File: src/rtl/lenet_layer_sched_pkg.sv
// Shared types and constants for the LeNet run sequencer.
// Holds the state encoding, layer indices and debug-word field positions.
package lenet_sched_pkg;

    typedef enum logic [2:0] {
        S_IDLE  = 3'd0,
        S_READ  = 3'd1,
        S_LAYER = 3'd2,
        S_WRITE = 3'd3,
        S_DONE  = 3'd4
    } state_e;

    localparam logic [2:0] L_CONV1 = 3'd0;
    localparam logic [2:0] L_CONV2 = 3'd1;
    localparam logic [2:0] L_CONV3 = 3'd2;
    localparam logic [2:0] L_FC1   = 3'd3;
    localparam logic [2:0] L_FC2   = 3'd4;
    localparam int         NUM_LAYERS = 5;

    localparam int DBG_ERR_BIT   = 31;
    localparam int DBG_STATE_LSB = 28;
    localparam int DBG_LAYER_LSB = 25;
    localparam int DBG_CNT_W     = 25;

endpackage

File: src/rtl/lenet_layer_sched_if.sv
// Host config, DMA and layer-engine handshake bundle around the run sequencer.
// The master side is the sequencer; the slave side is the host plus engines.
interface lenet_layer_sched_if;

    logic        conf_done;
    logic [31:0] conf_info_scale_CONV1;
    logic [31:0] conf_info_scale_CONV2;
    logic [31:0] conf_info_scale_CONV3;
    logic [31:0] conf_info_scale_FC1;
    logic [31:0] conf_info_scale_FC2;
    logic        read_start;
    logic        read_done;
    logic        layer_start;
    logic [2:0]  layer_id;
    logic [31:0] layer_scale;
    logic        layer_done;
    logic        write_start;
    logic        write_done;
    logic        acc_done;
    logic        busy;
    logic [31:0] debug;

    modport master (
        input  conf_done, conf_info_scale_CONV1, conf_info_scale_CONV2,
               conf_info_scale_CONV3, conf_info_scale_FC1, conf_info_scale_FC2,
               read_done, layer_done, write_done,
        output read_start, layer_start, layer_id, layer_scale, write_start,
               acc_done, busy, debug
    );

    modport slave (
        output conf_done, conf_info_scale_CONV1, conf_info_scale_CONV2,
               conf_info_scale_CONV3, conf_info_scale_FC1, conf_info_scale_FC2,
               read_done, layer_done, write_done,
        input  read_start, layer_start, layer_id, layer_scale, write_start,
               acc_done, busy, debug
    );

endinterface

File: src/rtl/lenet_layer_sched_watchdog.sv
// Per-phase watchdog: cleared on phase entry, saturates at all-ones.
// expired is a decode of the registered count, so it has no input path.
module sched_watchdog #(
    parameter int TIMEOUT_W = 20
) (
    input  logic clk,
    input  logic rst,
    input  logic clr,
    input  logic en,
    output logic expired
);

    logic [TIMEOUT_W-1:0] cnt_q, cnt_d;

    assign expired = &cnt_q;

    always_comb begin
        cnt_d = cnt_q;
        if (clr) begin
            cnt_d = '0;
        end else if (en && !expired) begin
            cnt_d = cnt_q + 1'b1;
        end
    end

    always_ff @(posedge clk or negedge rst) begin
        if (!rst) begin
            cnt_q <= '0;
        end else begin
            cnt_q <= cnt_d;
        end
    end

endmodule

File: src/rtl/lenet_layer_sched.sv
// Run sequencer: DMA load, five compute layers, DMA store, then acc_done.
// Every output is a register or a decode of registered state only.
module lenet_layer_sched
    import lenet_sched_pkg::*;
#(
    parameter int TIMEOUT_W = 20
) (
    input logic                 clk,
    input logic                 rst,
    lenet_layer_sched_if.master bus
);

    state_e                 state_q, state_d;
    logic                   read_start_q, read_start_d;
    logic                   layer_start_q, layer_start_d;
    logic                   write_start_q, write_start_d;
    logic [2:0]             layer_id_q, layer_id_d, nxt_id;
    logic [31:0]            layer_scale_q, layer_scale_d;
    logic                   err_q, err_d;
    logic [DBG_CNT_W-1:0]   run_cnt_q, run_cnt_d;
    logic [31:0]            scale_q [NUM_LAYERS];
    logic [31:0]            scale_d [NUM_LAYERS];
    logic                   wd_clr, wd_en, wd_expired;

    sched_watchdog #(.TIMEOUT_W(TIMEOUT_W)) u_watchdog (
        .clk     (clk),
        .rst     (rst),
        .clr     (wd_clr),
        .en      (wd_en),
        .expired (wd_expired)
    );

    // A done is only honoured once its start pulse has dropped; a done wins over expiry.
    always_comb begin
        state_d       = state_q;
        read_start_d  = 1'b0;
        layer_start_d = 1'b0;
        write_start_d = 1'b0;
        layer_id_d    = layer_id_q;
        layer_scale_d = layer_scale_q;
        err_d         = err_q;
        scale_d       = scale_q;
        nxt_id        = layer_id_q + 3'd1;
        run_cnt_d     = run_cnt_q;
        if (state_q != S_IDLE && run_cnt_q != '1) begin
            run_cnt_d = run_cnt_q + 1'b1;
        end

        case (state_q)
            S_IDLE: begin
                if (bus.conf_done) begin
                    state_d          = S_READ;
                    read_start_d     = 1'b1;
                    scale_d[L_CONV1] = bus.conf_info_scale_CONV1;
                    scale_d[L_CONV2] = bus.conf_info_scale_CONV2;
                    scale_d[L_CONV3] = bus.conf_info_scale_CONV3;
                    scale_d[L_FC1]   = bus.conf_info_scale_FC1;
                    scale_d[L_FC2]   = bus.conf_info_scale_FC2;
                    layer_id_d       = L_CONV1;
                    layer_scale_d    = bus.conf_info_scale_CONV1;
                    err_d            = 1'b0;
                    run_cnt_d        = '0;
                end
            end
            S_READ: begin
                if (bus.read_done && !read_start_q) begin
                    state_d       = S_LAYER;
                    layer_start_d = 1'b1;
                    layer_id_d    = L_CONV1;
                    layer_scale_d = scale_q[L_CONV1];
                end else if (wd_expired) begin
                    state_d = S_DONE;
                    err_d   = 1'b1;
                end
            end
            S_LAYER: begin
                if (bus.layer_done && !layer_start_q) begin
                    if (layer_id_q == L_FC2) begin
                        state_d       = S_WRITE;
                        write_start_d = 1'b1;
                    end else begin
                        layer_start_d = 1'b1;
                        layer_id_d    = nxt_id;
                        layer_scale_d = scale_q[nxt_id];
                    end
                end else if (wd_expired) begin
                    state_d = S_DONE;
                    err_d   = 1'b1;
                end
            end
            S_WRITE: begin
                if (bus.write_done && !write_start_q) begin
                    state_d = S_DONE;
                end else if (wd_expired) begin
                    state_d = S_DONE;
                    err_d   = 1'b1;
                end
            end
            S_DONE: begin
                state_d = S_IDLE;
            end
            default: begin
                state_d = S_IDLE;
            end
        endcase

        wd_clr = read_start_d | layer_start_d | write_start_d;
        wd_en  = (state_q == S_READ) || (state_q == S_LAYER) || (state_q == S_WRITE);
    end

    always_ff @(posedge clk or negedge rst) begin
        if (!rst) begin
            state_q       <= S_IDLE;
            read_start_q  <= 1'b0;
            layer_start_q <= 1'b0;
            write_start_q <= 1'b0;
            layer_id_q    <= '0;
            layer_scale_q <= '0;
            err_q         <= 1'b0;
            run_cnt_q     <= '0;
            for (int i = 0; i < NUM_LAYERS; i++) begin
                scale_q[i] <= '0;
            end
        end else begin
            state_q       <= state_d;
            read_start_q  <= read_start_d;
            layer_start_q <= layer_start_d;
            write_start_q <= write_start_d;
            layer_id_q    <= layer_id_d;
            layer_scale_q <= layer_scale_d;
            err_q         <= err_d;
            run_cnt_q     <= run_cnt_d;
            scale_q       <= scale_d;
        end
    end

    assign bus.read_start  = read_start_q;
    assign bus.layer_start = layer_start_q;
    assign bus.write_start = write_start_q;
    assign bus.layer_id    = layer_id_q;
    assign bus.layer_scale = layer_scale_q;
    assign bus.acc_done    = (state_q == S_DONE);
    assign bus.busy        = (state_q != S_IDLE);
    assign bus.debug       = {err_q, state_q, layer_id_q, run_cnt_q};

endmodule

File: src/flat_wrapper.sv
// flat-port wrapper written by rule: the top's interface ports become plain ports
module lenet_layer_sched_flat import lenet_sched_pkg::*;
#(
    parameter int TIMEOUT_W = 20
)
  (clk, rst, bus_conf_done, bus_conf_info_scale_CONV1, bus_conf_info_scale_CONV2, bus_conf_info_scale_CONV3, bus_conf_info_scale_FC1, bus_conf_info_scale_FC2, bus_read_done, bus_layer_done, bus_write_done, bus_read_start, bus_layer_start, bus_layer_id, bus_layer_scale, bus_write_start, bus_acc_done, bus_busy, bus_debug);
  lenet_layer_sched_if bus_i ();
  input logic clk;
  input logic rst;
  input wire logic [$bits(bus_i.conf_done)-1:0] bus_conf_done;
  input wire logic [$bits(bus_i.conf_info_scale_CONV1)-1:0] bus_conf_info_scale_CONV1;
  input wire logic [$bits(bus_i.conf_info_scale_CONV2)-1:0] bus_conf_info_scale_CONV2;
  input wire logic [$bits(bus_i.conf_info_scale_CONV3)-1:0] bus_conf_info_scale_CONV3;
  input wire logic [$bits(bus_i.conf_info_scale_FC1)-1:0] bus_conf_info_scale_FC1;
  input wire logic [$bits(bus_i.conf_info_scale_FC2)-1:0] bus_conf_info_scale_FC2;
  input wire logic [$bits(bus_i.read_done)-1:0] bus_read_done;
  input wire logic [$bits(bus_i.layer_done)-1:0] bus_layer_done;
  input wire logic [$bits(bus_i.write_done)-1:0] bus_write_done;
  output wire logic [$bits(bus_i.read_start)-1:0] bus_read_start;
  output wire logic [$bits(bus_i.layer_start)-1:0] bus_layer_start;
  output wire logic [$bits(bus_i.layer_id)-1:0] bus_layer_id;
  output wire logic [$bits(bus_i.layer_scale)-1:0] bus_layer_scale;
  output wire logic [$bits(bus_i.write_start)-1:0] bus_write_start;
  output wire logic [$bits(bus_i.acc_done)-1:0] bus_acc_done;
  output wire logic [$bits(bus_i.busy)-1:0] bus_busy;
  output wire logic [$bits(bus_i.debug)-1:0] bus_debug;
  assign bus_i.conf_done = bus_conf_done;
  assign bus_i.conf_info_scale_CONV1 = bus_conf_info_scale_CONV1;
  assign bus_i.conf_info_scale_CONV2 = bus_conf_info_scale_CONV2;
  assign bus_i.conf_info_scale_CONV3 = bus_conf_info_scale_CONV3;
  assign bus_i.conf_info_scale_FC1 = bus_conf_info_scale_FC1;
  assign bus_i.conf_info_scale_FC2 = bus_conf_info_scale_FC2;
  assign bus_i.read_done = bus_read_done;
  assign bus_i.layer_done = bus_layer_done;
  assign bus_i.write_done = bus_write_done;
  assign bus_read_start = bus_i.read_start;
  assign bus_layer_start = bus_i.layer_start;
  assign bus_layer_id = bus_i.layer_id;
  assign bus_layer_scale = bus_i.layer_scale;
  assign bus_write_start = bus_i.write_start;
  assign bus_acc_done = bus_i.acc_done;
  assign bus_busy = bus_i.busy;
  assign bus_debug = bus_i.debug;
  lenet_layer_sched #(.TIMEOUT_W(TIMEOUT_W)) u_core (.clk(clk), .rst(rst), .bus(bus_i));
endmodule
File: config.mk
export PLATFORM = sky130hd
export DESIGN_NAME = lenet_layer_sched_flat
export DESIGN_NICKNAME = d
export VERILOG_FILES = /design/src/rtl/lenet_layer_sched_pkg.sv /design/src/rtl/lenet_layer_sched_if.sv /design/src/rtl/lenet_layer_sched_watchdog.sv /design/src/rtl/lenet_layer_sched.sv /design/src/flat_wrapper.sv
export SDC_FILE = /design/constraint.sdc
export NUM_CORES = 1
export LEC_CHECK = 0
export ABC_AREA = 1
export BUFFER_PORTS_ARGS = -buffer_cell sky130_fd_sc_hd__buf_2
export CORE_MARGIN = 5
export CORE_UTILIZATION = 60
export DETAILED_ROUTE_END_ITERATION = 16
export PLACE_DENSITY = 0.84
export RECOVER_POWER = 50
export SYNTH_ARGS = -nofsm -noshare
export SYNTH_HDL_FRONTEND = slang
export SYNTH_SLANG_ARGS = --single-unit
File: constraint.sdc
create_clock -name clk -period 4.96 [get_ports clk]
set_input_delay 0.992 -clock clk [delete_from_list [all_inputs] [get_ports clk]]
set_output_delay 0.992 -clock clk [all_outputs]
set_load 0.01 [all_outputs]
==> metrics.txt, run 1 <==
# TYPE chip_impl_metric gauge
chip_impl_info{name="outcome",value="finished, violations left"} 1
chip_impl_info{name="failed_checks",value="capacitance limit, slew limit"} 1
chip_impl_metric{name="groute.usage.overall",unit=""} 0.3039
chip_impl_metric{name="synthesis.instances",unit=""} 1681
chip_impl_metric{name="placeableCoreArea",unit="sq um"} 20360
chip_impl_metric{name="reg2reg_slack",unit="ns"} 1.58
chip_impl_metric{name="yosysWarnings",unit=""} 0
chip_impl_metric{name="synth_area_per_cell",unit="sq um"} 7.412
chip_impl_metric{name="finalWorstPathRequiredPeriod",unit="ns"} 3.382
chip_impl_metric{name="final_antenna_net_count",unit=""} 0
chip_impl_metric{name="grt_first_pass_wirelength",unit="microns"} 59290
chip_impl_info{name="critPathCaptureType",value="flip-flop"} 1
chip_impl_metric{name="grt_start_max_net_pins",unit=""} 106
chip_impl_metric{name="die_height",unit="microns"} 154.1
chip_impl_metric{name="setup_total_negative_slack",unit="ns"} 0
chip_impl_metric{name="synth_seq_cells",unit=""} 247
chip_impl_info{name="holdCritPathClass",value="flip-flop to flip-flop"} 1
chip_impl_metric{name="post_route_cells_drive_above_1_share",unit=""} 0.1614
chip_impl_metric{name="die_w",unit="microns"} 154.1
chip_impl_metric{name="hold_slack",unit="ns"} 0.4760
chip_impl_metric{name="layout.nets",unit=""} 2035
chip_impl_info{name="tritoncts_clock_tree",value="built"} 1
chip_impl_metric{name="wl_per_cell",unit="microns"} 17.20
chip_impl_metric{name="worst_ir_drop_vdd",unit="V"} 0.0003190
chip_impl_metric{name="detail_route.vias_per_cell",unit=""} 5.605
chip_impl_metric{name="power.density_cell_area",unit="nW/um^2"} 647.3
chip_impl_metric{name="area_after_detailed_placement",unit="sq um"} 13660
chip_impl_metric{name="placement_rows",unit=""} 52
chip_impl_metric{name="achievable_freq",unit="MHz"} 295.7
chip_impl_info{name="clk_root_buffer_cell",value="clkbuf_16"} 1
chip_impl_metric{name="final_util",unit=""} 0.7163
chip_impl_metric{name="vias",unit=""} 12085
chip_impl_metric{name="cp.depth",unit=""} 8
chip_impl_metric{name="worst-slew-pin-transition",unit="ns"} 2.538
chip_impl_metric{name="gpl.final_weighted_congestion",unit=""} 0.9208
chip_impl_metric{name="tritoncts.num_buffers",unit=""} 26
chip_impl_metric{name="cts_htree_levels",unit=""} 1
chip_impl_metric{name="worst_setup_hold_path_clk_slew",unit="ns"} 0.06
chip_impl_metric{name="timing.max_slew.rel_slack",unit=""} -0.6919
chip_impl_metric{name="antenna_found_initial",unit=""} 3
chip_impl_info{name="critPathMostFrequentCell",value="nor2_1"} 1
chip_impl_metric{name="drcViolationCount",unit=""} 0
chip_impl_metric{name="synth.net_count",unit=""} 1851
chip_impl_metric{name="worst_clock_skew",unit="ns"} 0.01489
chip_impl_metric{name="hold_viol_final",unit=""} 0
chip_impl_metric{name="worst_ep_arrival_time",unit="ns"} 3.83
chip_impl_metric{name="post_cts_setup_buffers",unit=""} 0
chip_impl_metric{name="final_max_slew_viol_count",unit=""} 102
chip_impl_metric{name="cts_hold_buffers",unit=""} 0
chip_impl_metric{name="yosys.cell_types.count",unit=""} 36
chip_impl_metric{name="port_buffers",unit=""} 237
chip_impl_metric{name="critical_path.max_fanout",unit=""} 105
chip_impl_info{name="critical_path.top_delay_family",value="buffers and inverters"} 1
chip_impl_metric{name="clock_tree.buffer_depth",unit=""} 3
chip_impl_metric{name="hpwl",unit="microns"} 24440
chip_impl_metric{name="layout_cell_area_excl_fill",unit="sq um"} 14590
chip_impl_metric{name="ys_seq_area_frac",unit=""} 0.4961
chip_impl_metric{name="worstPathBufferInverterCount",unit=""} 3
chip_impl_metric{name="start_util",unit=""} 0.6118
chip_impl_info{name="worst_setup_path_start_kind",value="flip-flop"} 1
chip_impl_metric{name="max_stage_delay",unit="ns"} 0.82
chip_impl_metric{name="numClockSinks",unit=""} 247
chip_impl_metric{name="resized_after_cts",unit=""} 0
chip_impl_metric{name="timing.critical_path.required",unit="ns"} 5.41
chip_impl_metric{name="detailedRoute.firstPassIterationCount",unit=""} 6
chip_impl_metric{name="wl",unit="microns"} 37070
chip_impl_metric{name="area_growth",unit="%"} 17.07
chip_impl_metric{name="first_global_vias",unit=""} 11595
chip_impl_metric{name="synth.cell_area",unit="sq um"} 12460
chip_impl_metric{name="global_route.overflow_total",unit=""} 0
chip_impl_metric{name="worstSkewPairLatency",unit="ns"} 0.53
chip_impl_metric{name="worst_reg2reg_path_length_in_cells",unit=""} 8
chip_impl_metric{name="hold_depth",unit=""} 2
chip_impl_info{name="worst-setup-path-type",value="flip-flop to flip-flop"} 1
chip_impl_metric{name="layout_worst_path_cycle_share",unit=""} 0.6818
chip_impl_metric{name="max-cap-violations",unit=""} 1
chip_impl_metric{name="floorplan_die_area",unit="sq um"} 23750
chip_impl_info{name="chain_of_cells_forming_the_critical_path",value="nor2_1 > clkinv_1 > nor2_1 > nand2_4 > inv_6 > buf_12 > nand2_1 > o21ai_0"} 1
chip_impl_metric{name="detailedRoute.firstIterationViolations",unit=""} 1240
chip_impl_info{name="unrepaired_setup_endpoints_after_global_routing",value="no"} 1
chip_impl_metric{name="floorplan.io_pins",unit=""} 238
chip_impl_metric{name="p_leak",unit="nW"} 7.526
chip_impl_metric{name="setup_viol",unit=""} 0
chip_impl_info{name="worst_path_max_delay_cell",value="inv_6"} 1
==> cell usage in the layout, fill, tap and decap left out, types with 2 or more instances in the layout <==
| master | n |
|---|---|
| a21o_1 | 2 |
| a21oi_1 | 45 |
| a22oi_1 | 10 |
| buf_12 | 2 |
| buf_2 | 211 |
| buf_4 | 8 |
| bufinv_16 | 5 |
| clkbuf_1 | 27 |
| clkbuf_16 | 26 |
| clkbuf_8 | 9 |
| clkinv_2 | 4 |
| dfrtp_1 | 246 |
| diode_2 | 2 |
| ha_1 | 3 |
| inv_1 | 81 |
| inv_2 | 5 |
| nand2_1 | 771 |
| nand2_2 | 6 |
| nand2_4 | 2 |
| nand3_1 | 35 |
| nand3b_1 | 4 |
| nand4_1 | 64 |
| nor2_1 | 123 |
| nor2_2 | 6 |
| nor2_4 | 6 |
| nor3_1 | 6 |
| nor3b_1 | 2 |
| o211ai_1 | 4 |
| o21ai_0 | 110 |
| o21ai_1 | 29 |
| o21ai_2 | 3 |
| o21bai_1 | 3 |
| or2_2 | 2 |
| xnor2_1 | 4 |
| xor2_1 | 8 |
==> path summary, 6_finish.rpt <==
| kind | startpoint | end |
|---|---|---|
| worst max-delay path | u_core.state_q[0] | u_core.scale_q[134] |
| worst min-delay path | u_core.scale_q[51] | u_core.scale_q[51] |
| worst max register to register | u_core.state_q[0] | u_core.scale_q[134] |
| worst min register to register | u_core.scale_q[51] | u_core.scale_q[51] |
| max in group asynchronous | rst | u_core.scale_q[50] |
| min in group asynchronous | rst | u_core.run_cnt_q[17] |
==> power breakdown <==
part | total [mW] | switching (mW) | leakage, nW | internal [mW]
Sequential | 3.40 | 0.545 | 3.14 | 2.86
Combinational | 3.88 | 2.70 | 3.91 | 1.18
Clock | 2.16 | 0.804 | 0.481 | 1.35
Total | 9.44 | 4.05 | 7.53 | 5.39
==> cell usage after synthesis <==
cell      instances  area share
nand2_1         771        0.23
dfrtp_1         247        0.50
nor2_1          123       0.037
o21ai_0         110       0.044
inv_1            80       0.024
nand4_1          64       0.032
a21oi_1          45       0.018
clkbuf_1         35       0.011
nand3_1          35       0.014
buf_2            30       0.012
o21ai_1          29       0.012
buf_4            11      0.0066
a22oi_1          10      0.0060
buf_1            10      0.0030
xor2_1            9      0.0063
inv_2             8      0.0024
nand2_2           6      0.0030
nor2_2            6      0.0030
nor2_4            6      0.0054
nor3_1            6      0.0024
buf_6             5      0.0045
ha_1              4      0.0040
nand3b_1          4      0.0024
o211ai_1          4      0.0024
xnor2_1           4      0.0028
o21ai_2           3      0.0021
o21bai_1          3      0.0018
a21o_1            2      0.0012
nand2_4           2      0.0018
nor3b_1           2      0.0012
or2_2             2      0.0010
a21boi_0          1     0.00060
nand3_4           1      0.0014
nor4_1            1     0.00050
o211ai_2          1      0.0010
o21a_2            1     0.00070
==> worst reg2reg max path: cells and delay by family (launching register included) <==
kind,cells,cell delay (ns)
buffers and inverters,3,1.39
and+or+nand+nor,4,1.37
DFF,1,0.47
AOI/OAI and AO/OA,1,0.10
==> per-layer routing <==
layer  track usage  part of all wire  up-vias
li1              -                 -     5705
met1        0.4361              0.41     5624
met2        0.4646              0.46      653
met3       0.05705             0.094      101
met4        0.1114             0.036        2
met5             0           0.00019        -
==> flip-flops by register name (all words and copies together), names as in the netlist <==
signal and cells:
u_core.bus.write_start 1, u_core.state_q 3, u_core.bus.layer_scale 32, u_core.scale_q 160
u_core.run_cnt_q 25, u_core.u_watchdog.cnt_q 20, u_core.bus.layer_start 1, u_core.bus.layer_id 3
u_core.err_q 1, u_core.bus.read_start 1
==> kinds of logic (layout without fill, tap and decap cells) <==
kind of cell,after synthesis,in the layout,synth area share
adder cells (fa/ha/maj),4,4,0.004017
other,0,2,0
flip-flops,247,247,0.4961
buffers and inverters,179,382,0.06327
AND/OR/NAND/NOR,1029,1029,0.3377
XOR/XNOR,13,13,0.009138
AO/OA/AOI/OAI,209,209,0.08978
==> metrics by stage <==
stage                     total power [mW]  worst slack, ns  std cells
after floorplan                      6.047            2.781       1681
after global placement               7.060            1.825       2107
final                                9.442            1.578       2156
after detailed placement             7.201            1.782       2107
after global routing                 10.08            1.220       2156
after CTS                            9.414            1.815       2154
==> cell type report <==
class / instances / area (sq um)
well taps: 270 / 337.8
diodes: 2 / 5.005
clock inverters: 10 / 186.4
flip-flops and latches: 247 / 6185
multi-input cells: 1255 / 5500
repair buffers: 247 / 1255
inverters: 88 / 335.3
clock buffers: 37 / 782.0
fillers: 1608 / 5778
Note: power is estimated with default switching activity, not from simulation.
==> inputs of run 2 (changes only) <==
Settings changed: CORE_UTILIZATION 60 to 51, PLACE_DENSITY 0.84 to 0.75.
Clock period 4.96 ns to 2.8 ns, I/O delays scaled along.
==> run 2 against run 1 <==
  * The run now ends clean
  * Critical path type is now flip-flop to primary output
  * Worst hold slack worse by 0.27 ns
  * Critical endpoint is now bus_busy
  * Setup slack got worse by 1.3 ns
  * Total power is 73% higher
  * Count of clock-buffer cells in the layout grew 4
==> metrics.txt, run 2 (synthesis gave the netlist of run 1 again) <==
# TYPE chip_impl_metric gauge
chip_impl_metric{name="net_switching_fraction_of_the_power",unit=""} 0.4334
chip_impl_metric{name="post_route_cells_drive_above_1_share",unit=""} 0.1611
chip_impl_metric{name="numClockSinks",unit=""} 247
chip_impl_metric{name="power.internal",unit="mW"} 9.261
chip_impl_info{name="layout_commonest_cell",value="nand2_1"} 1
chip_impl_info{name="outcome",value="finished, final reports clean"} 1
chip_impl_metric{name="worst_clock_skew",unit="ns"} 0.01669
chip_impl_info{name="top_layer",value="met4"} 1
chip_impl_info{name="layout.cells.most_common_list",value="nand2_1 (772), dfrtp_1 (246), buf_2 (204)"} 1
chip_impl_metric{name="largest_reg_flops",unit=""} 160
chip_impl_metric{name="worstSkewPairLatency",unit="ns"} 0.55
chip_impl_metric{name="setup_viol",unit=""} 0
chip_impl_metric{name="final_antenna_net_count",unit=""} 0
chip_impl_info{name="chain_of_cells_forming_the_critical_path",value="nor2_1 > inv_2 > nor2_4 > inv_1 > buf_2"} 1
chip_impl_metric{name="final_max_slew_viol_count",unit=""} 0
chip_impl_metric{name="detailroute.wirelength.met3",unit="microns"} 2393
chip_impl_metric{name="worst_ep_arrival_time",unit="ns"} 1.95
chip_impl_metric{name="num-fill-cells",unit=""} 2270
chip_impl_metric{name="max-cap-violations",unit=""} 0
chip_impl_metric{name="first_global_vias",unit=""} 11101
chip_impl_metric{name="port_buffers",unit=""} 237
chip_impl_metric{name="layout.nets",unit=""} 2050
chip_impl_metric{name="seq_power_share",unit=""} 0.370
chip_impl_metric{name="detailedRoute.firstPassIterationCount",unit=""} 5
chip_impl_metric{name="clock_tree.buffer_depth",unit=""} 3
chip_impl_metric{name="finalWorstPathRequiredPeriod",unit="ns"} 2.506
chip_impl_metric{name="setup_total_negative_slack",unit="ns"} 0
chip_impl_metric{name="layout_worst_path_cycle_share",unit=""} 0.8949
chip_impl_info{name="worst_path_max_delay_cell",value="dfrtp_1"} 1
chip_impl_metric{name="met1Wirelength",unit="microns"} 17040
chip_impl_metric{name="pre_cts_ws",unit="ns"} 0.5801
chip_impl_info{name="tritoncts_clock_tree",value="built"} 1
chip_impl_metric{name="power.density_cell_area",unit="nW/um^2"} 1114
chip_impl_metric{name="detail_route.vias_per_cell",unit=""} 5.227
chip_impl_metric{name="die_height",unit="microns"} 166.3
chip_impl_info{name="holdCritPathClass",value="input pin to flip-flop"} 1
chip_impl_metric{name="gpl.final_weighted_congestion",unit=""} 0.9430
chip_impl_metric{name="placeableCoreArea",unit="sq um"} 24180
chip_impl_metric{name="global_route.overflow_total",unit=""} 0
chip_impl_info{name="worst_setup_path_start_kind",value="flip-flop"} 1
chip_impl_metric{name="hpwl",unit="microns"} 25450
chip_impl_metric{name="detailroute.wirelength.met2",unit="microns"} 15530
chip_impl_metric{name="worst_ir_drop_vdd",unit="V"} 0.0005962
chip_impl_info{name="clk_root_buffer_cell",value="clkbuf_16"} 1
chip_impl_metric{name="critical_path.max_fanout",unit=""} 14
chip_impl_info{name="worst-setup-path-type",value="flip-flop to primary output"} 1
chip_impl_metric{name="comb_power_share",unit=""} 0.414
chip_impl_metric{name="floorplan_die_area",unit="sq um"} 27660
chip_impl_metric{name="start_util",unit=""} 0.5153
chip_impl_metric{name="timing.critical_path.required",unit="ns"} 2.24
chip_impl_metric{name="die_w",unit="microns"} 166.3
chip_impl_metric{name="max_stage_delay",unit="ns"} 0.44
chip_impl_metric{name="p_leak",unit="nW"} 7.515
chip_impl_metric{name="floorplan.io_pins",unit=""} 238
chip_impl_metric{name="worst_setup_hold_path_clk_slew",unit="ns"} 0.06
chip_impl_metric{name="worst-slew-pin-transition",unit="ns"} 1.256
chip_impl_metric{name="reg2reg_slack",unit="ns"} 0.39
chip_impl_metric{name="achievable_freq",unit="MHz"} 399.1
chip_impl_metric{name="grt_first_pass_wirelength",unit="microns"} 58840
chip_impl_metric{name="placement_rows",unit=""} 57
chip_impl_metric{name="antenna_found_initial",unit=""} 5
chip_impl_metric{name="drcViolationCount",unit=""} 0
chip_impl_info{name="unrepaired_setup_endpoints_after_global_routing",value="no"} 1
chip_impl_metric{name="hold_viol_final",unit=""} 0
chip_impl_metric{name="pwr-share-clk",unit=""} 0.215
chip_impl_metric{name="post_cts_setup_buffers",unit=""} 0
chip_impl_metric{name="cts_htree_levels",unit=""} 1
chip_impl_metric{name="grt_start_max_net_pins",unit=""} 140
chip_impl_metric{name="area_growth",unit="%"} 17.72
chip_impl_metric{name="timing.max_slew.rel_slack",unit=""} 0.1625
chip_impl_metric{name="setup_slack",unit="ns"} 0.2943
chip_impl_metric{name="detailedRoute.firstIterationViolations",unit=""} 1317
chip_impl_metric{name="wl_per_cell",unit="microns"} 16.15
chip_impl_metric{name="wl",unit="microns"} 35980
chip_impl_metric{name="vias",unit=""} 11645
chip_impl_metric{name="switching_component_of_the_power",unit="mW"} 7.083
chip_impl_metric{name="tritoncts.num_buffers",unit=""} 28
chip_impl_info{name="critPathCaptureType",value="primary output"} 1
chip_impl_metric{name="groute.usage.overall",unit=""} 0.2546
chip_impl_info{name="register_with_the_highest_flop_count",value="u_core.scale_q"} 1
-- run 2: worst paths after layout --
check / from / cells past startpoint / endpoint
setup / recovery: u_core.state_q[1] / 5 / bus_busy
hold / removal: bus_conf_info_scale_FC2[6] / 3 / u_core.scale_q[6]
setup reg to reg: u_core.state_q[1] / 8 / u_core.scale_q[78]
hold reg to reg: u_core.scale_q[104] / 2 / u_core.scale_q[104]
max in group asynchronous: rst / 3 / u_core.scale_q[104]
min in group asynchronous: rst / 2 / u_core.scale_q[21]
-- run 2: power groups by stage --
| stage | clock network, mW | registers (mW) | logic, mW |
|---|---|---|---|
| after floorplan | 0 | 5.92 | 4.79 |
| after global placement | 0 | 6.03 | 6.63 |
| after detailed placement | 0 | 6.05 | 6.78 |
| after CTS | 3.58 | 6.02 | 6.81 |
| after global routing | 3.75 | 6.20 | 7.69 |
| final | 3.52 | 6.05 | 6.77 |
-- run 2: worst max-delay path, delay by kind of cell (launching register included) --
kind / cells / cell delay, ns
AND/OR/NAND/NOR: 2 / 0.37
buffers and inverters: 3 / 0.60
flip-flops: 1 / 0.44
-- run 2: metrics by stage --
step | utilization | cell area, sq um | power (mW) | hold WS (ns) | instances
6_report | 0.6067 | 14670 | 16.34 | 0.2073 | 2228
3_5_place_dp | 0.5727 | 13850 | 12.82 | 0.4535 | 2173
2_1_floorplan | - | 12460 | 10.71 | 0.2644 | 1681
5_1_grt | 0.6066 | 14670 | 17.64 | 0.2014 | 2227
3_3_place_gp | 0.5727 | 13850 | 12.65 | 0.4552 | 2173
4_1_cts | 0.6101 | 14750 | 16.40 | 0.1921 | 2223
-- run 2: what timing repair did --
action	CTS	global route
hold endpoints to repair	3	0
resized for setup	0	0
hold buffers	1	0
-- run 2: cell type report --
cell class	count	area, sq um	share of cell area
multi-input combinational	1255	5490	0.3743
clock inverter	8	62.56	0.004265
tap	324	405.4	0.02764
timing repair buffer	260	1351	0.09213
antenna	5	12.51	0.0008530
inverter	88	334.1	0.02278
clock buffer	41	829.5	0.05656
sequential	247	6182	0.4215
-- run 2: routing by layer --
| layer | global-route usage | vias up |
|---|---|---|
| met2 | 0.3711 | 450 |
| met5 | 0 | - |
| met4 | 0.07755 | 0 |
| met1 | 0.3960 | 5391 |
| met3 | 0.03499 | 61 |
| li1 | - | 5743 |
==> inputs of run 3 (changes only) <==
Settings changed: ABC_AREA 1 to 0, CORE_UTILIZATION 51 to 50.
==> run 3 against run 2 <==
  * The flow now finishes with violations (capacitance limit, slew limit)
  * Combinational power is 11% lower
  * Clock power is 10% higher
  * Sequential share of layout area is 1.5 points higher
  * Synthesized area is 6.5% lower
  * Synthesized cell count is 26% lower
  * Flip-flop and latch count stayed put
  * Sequential power is 2% lower
  * Via count is 16% lower
  * Clock skew is 0.0012 ns higher
  * Routed wire length is 12% lower
  * Largest cell class unchanged
==> metrics.txt, run 3 <==
# TYPE chip_impl_metric gauge
chip_impl_metric{name="timing.max_slew.rel_slack",unit=""} -0.3225
chip_impl_metric{name="setup_viol",unit=""} 0
chip_impl_metric{name="detail_route.vias_per_cell",unit=""} 5.468
chip_impl_metric{name="ys_seq_area_frac",unit=""} 0.5306
chip_impl_metric{name="power.density_cell_area",unit="nW/um^2"} 1118
chip_impl_metric{name="synth-async-reset-ratio",unit=""} 1.000
chip_impl_metric{name="area_after_detailed_placement",unit="sq um"} 13260
chip_impl_metric{name="reg2reg_slack",unit="ns"} 0.37
chip_impl_metric{name="resized_after_cts",unit=""} 0
chip_impl_metric{name="netlist.area_leader.share",unit=""} 0.5306
chip_impl_metric{name="p_leak",unit="nW"} 7.104
chip_impl_metric{name="vias",unit=""} 9787
chip_impl_metric{name="yosys.cell_types.count",unit=""} 62
chip_impl_metric{name="worstPathBufferInverterCount",unit=""} 2
chip_impl_info{name="synth_top_cells_by_area",value="dfrtp_1 (53%), nand2_1 (18%), mux4_2 (6.2%)"} 1
chip_impl_metric{name="clock_tree.buffer_depth",unit=""} 3
chip_impl_metric{name="floorplan.io_pins",unit=""} 238
chip_impl_info{name="chain_of_cells_forming_the_critical_path",value="nor3_1 > inv_1 > buf_2"} 1
chip_impl_metric{name="die_w",unit="microns"} 162.6
chip_impl_metric{name="layout_cell_area_excl_fill",unit="sq um"} 14170
chip_impl_metric{name="gpl.final_weighted_congestion",unit=""} 0.8830
chip_impl_info{name="worst_setup_path_start_kind",value="flip-flop"} 1
chip_impl_metric{name="floorplan_die_area",unit="sq um"} 26450
chip_impl_metric{name="hold_viol_final",unit=""} 0
chip_impl_metric{name="setup_slack",unit="ns"} 0.2142
chip_impl_metric{name="wl",unit="microns"} 31720
chip_impl_metric{name="worst-slew-pin-transition",unit="ns"} 1.984
chip_impl_metric{name="synth_area_per_cell",unit="sq um"} 9.395
chip_impl_metric{name="synth_seq_cells",unit=""} 247
chip_impl_metric{name="drcViolationCount",unit=""} 0
chip_impl_metric{name="worst_ir_drop_vdd",unit="V"} 0.0007173
chip_impl_metric{name="largest_reg_flops",unit=""} 160
chip_impl_metric{name="final_antenna_net_count",unit=""} 0
chip_impl_info{name="unrepaired_setup_endpoints_after_global_routing",value="no"} 1
chip_impl_metric{name="numClockSinks",unit=""} 247
chip_impl_info{name="clk_root_buffer_cell",value="clkbuf_16"} 1
chip_impl_info{name="postSynth.topFlopCell",value="dfrtp_1"} 1
chip_impl_info{name="yosys.cell_count.top_type",value="nand2_1"} 1
chip_impl_info{name="critPathCaptureType",value="primary output"} 1
chip_impl_info{name="worst-setup-path-type",value="flip-flop to primary output"} 1
chip_impl_metric{name="worst_clock_skew",unit="ns"} 0.01789
chip_impl_metric{name="groute.usage.overall",unit=""} 0.2367
chip_impl_metric{name="max-cap-violations",unit=""} 1
chip_impl_metric{name="area_growth",unit="%"} 21.63
chip_impl_metric{name="cts_htree_levels",unit=""} 1
chip_impl_metric{name="final_max_slew_viol_count",unit=""} 77
chip_impl_metric{name="detailedRoute.firstIterationViolations",unit=""} 846
chip_impl_metric{name="final_util",unit=""} 0.6221
chip_impl_metric{name="placement_rows",unit=""} 55
chip_impl_info{name="outcome",value="finished, violations left"} 1
chip_impl_metric{name="synth_enable_flop_cells",unit=""} 0
chip_impl_metric{name="placeableCoreArea",unit="sq um"} 22780
chip_impl_info{name="crit-reg2reg-capture",value="u_core.bus.layer_scale[11]"} 1
chip_impl_info{name="holdCritPathClass",value="input pin to flip-flop"} 1
chip_impl_metric{name="post_cts_setup_buffers",unit=""} 0
chip_impl_metric{name="cts_hold_buffers",unit=""} 0
chip_impl_metric{name="tritoncts.num_buffers",unit=""} 27
chip_impl_info{name="critical_path.top_delay_family",value="flip-flops"} 1
chip_impl_metric{name="grt_first_pass_wirelength",unit="microns"} 50990
chip_impl_info{name="failed_checks",value="capacitance limit, slew limit"} 1
chip_impl_metric{name="synthesis.instances",unit=""} 1240
chip_impl_metric{name="global_route.overflow_total",unit=""} 0
chip_impl_metric{name="worst_setup_hold_path_clk_slew",unit="ns"} 0.07
chip_impl_metric{name="hold_depth",unit=""} 3
chip_impl_info{name="synth_largest_area_cell",value="dfrtp_1"} 1
chip_impl_info{name="hold_path_startpoint",value="bus_conf_info_scale_FC1[16]"} 1
chip_impl_info{name="synth.top_cells.by_count",value="nand2_1 (547), dfrtp_1 (247), clkbuf_1 (37), nor2_1 (37), buf_2 (34)"} 1
chip_impl_metric{name="grt_start_max_net_pins",unit=""} 81
chip_impl_metric{name="hpwl",unit="microns"} 21990
chip_impl_metric{name="worst_ep_arrival_time",unit="ns"} 2.03
chip_impl_metric{name="antenna_found_initial",unit=""} 1
chip_impl_info{name="worst_path_max_delay_cell",value="dfrtp_1"} 1
chip_impl_metric{name="die_height",unit="microns"} 162.6
chip_impl_metric{name="worst_reg2reg_path_length_in_cells",unit=""} 6
chip_impl_metric{name="first_global_vias",unit=""} 9820
chip_impl_info{name="hold-path-endpoint",value="u_core.scale_q[48]"} 1
chip_impl_info{name="tritoncts_clock_tree",value="built"} 1
chip_impl_metric{name="post_route_cells_drive_above_1_share",unit=""} 0.2336
chip_impl_metric{name="hold_slack",unit="ns"} 0.2142
chip_impl_info{name="register_with_the_highest_flop_count",value="u_core.scale_q"} 1
chip_impl_metric{name="max_stage_delay",unit="ns"} 0.60
chip_impl_info{name="layout.cells.most_common_list",value="nand2_1 (547), dfrtp_1 (246), buf_2 (202)"} 1
chip_impl_info{name="regToRegStartpoint",value="u_core.state_q[1]"} 1
chip_impl_metric{name="timing.critical_path.required",unit="ns"} 2.24
chip_impl_info{name="layout_commonest_cell",value="nand2_1"} 1
chip_impl_metric{name="layout_worst_path_cycle_share",unit=""} 0.9235
chip_impl_metric{name="layout.nets",unit=""} 1627
chip_impl_metric{name="finalWorstPathRequiredPeriod",unit="ns"} 2.586
chip_impl_metric{name="achievable_freq",unit="MHz"} 386.7
chip_impl_metric{name="start_util",unit=""} 0.5115
chip_impl_metric{name="pre_cts_ws",unit="ns"} 0.3702
chip_impl_metric{name="yosysWarnings",unit=""} 0
chip_impl_metric{name="synth.net_count",unit=""} 1410
chip_impl_metric{name="port_buffers",unit=""} 237
chip_impl_metric{name="detailedRoute.firstPassIterationCount",unit=""} 8
chip_impl_metric{name="wl_per_cell",unit="microns"} 17.72
chip_impl_metric{name="worstSkewPairLatency",unit="ns"} 0.53
chip_impl_metric{name="synth.cell_area",unit="sq um"} 11650
chip_impl_metric{name="antenna-diode-count",unit=""} 0
chip_impl_info{name="crit_start",value="u_core.state_q[1]"} 1
chip_impl_metric{name="critical_path.max_fanout",unit=""} 19
## run 3: cell families (layout without fill, tap and decap cells)
kind of cell | count (synthesis) | after routing | synth area share
adder cells (fa/ha/maj) | 4 | 4 | 0.004296
multiplexers | 37 | 37 | 0.06627
AND/OR/NAND/NOR | 682 | 682 | 0.2461
flip-flops | 247 | 247 | 0.5306
XOR/XNOR | 24 | 24 | 0.01804
buffers and inverters | 94 | 331 | 0.03684
AO/OA/AOI/OAI | 152 | 152 | 0.09795
## run 3: metrics by stage
stage | total power [mW] | std cells | setup TNS, ns
floorplan | 9.948 | 1240 | -2.357
global placement | 11.83 | 1741 | 0
detailed placement | 12.07 | 1741 | 0
CTS | 16.00 | 1790 | 0
global route | 16.93 | 1790 | 0
finish | 15.84 | 1790 | 0
## run 3: cell type report
class | instances | area [sq um]
Sequential cell | 247 | 6182
Timing Repair Buffer | 268 | 1478
Inverter | 14 | 57.56
Clock inverter | 13 | 193.9
Fill cell | 1919 | 8608
Multi-Input combinational cell | 899 | 5077
Clock buffer | 36 | 789.5
Tap cell | 313 | 391.6
## run 3: worst max path at each step
stage                                 end  slack (ns)  cells past startpoint
4_1_cts                          bus_busy        0.21                      3
3_3_place_gp       u_core.bus.layer_id[2]        0.43                      7
3_5_place_dp   u_core.bus.layer_scale[11]        0.37                      6
5_1_grt                          bus_busy       0.007                      3
2_1_floorplan  u_core.bus.layer_scale[24]        -0.1                     10
6_report                         bus_busy        0.21                      3
## run 3: where the power goes
group          internal [mW]  switching [mW]
combinational           2.52            3.51
sequential              4.99           0.945
clock                   2.43            1.45
total                   9.94            5.90
## run 3: layer usage
metal  global-route usage  wire, microns  up-vias
li1                     -              -     4631
met1               0.3200          13340     4748
met2               0.3956          15580      342
met3              0.03670           1918       64
met4              0.07701            869        2
met5                    0              8        -
## run 3: worst register-to-register path, cell delays in order (launching register included)
cell and delay, ns:
dfrtp_1 0.72, or3b_1 0.49, nor2_4 0.51, buf_12 0.24
a222oi_1 0.10, a21boi_0 0.14, o21ai_1 0.15
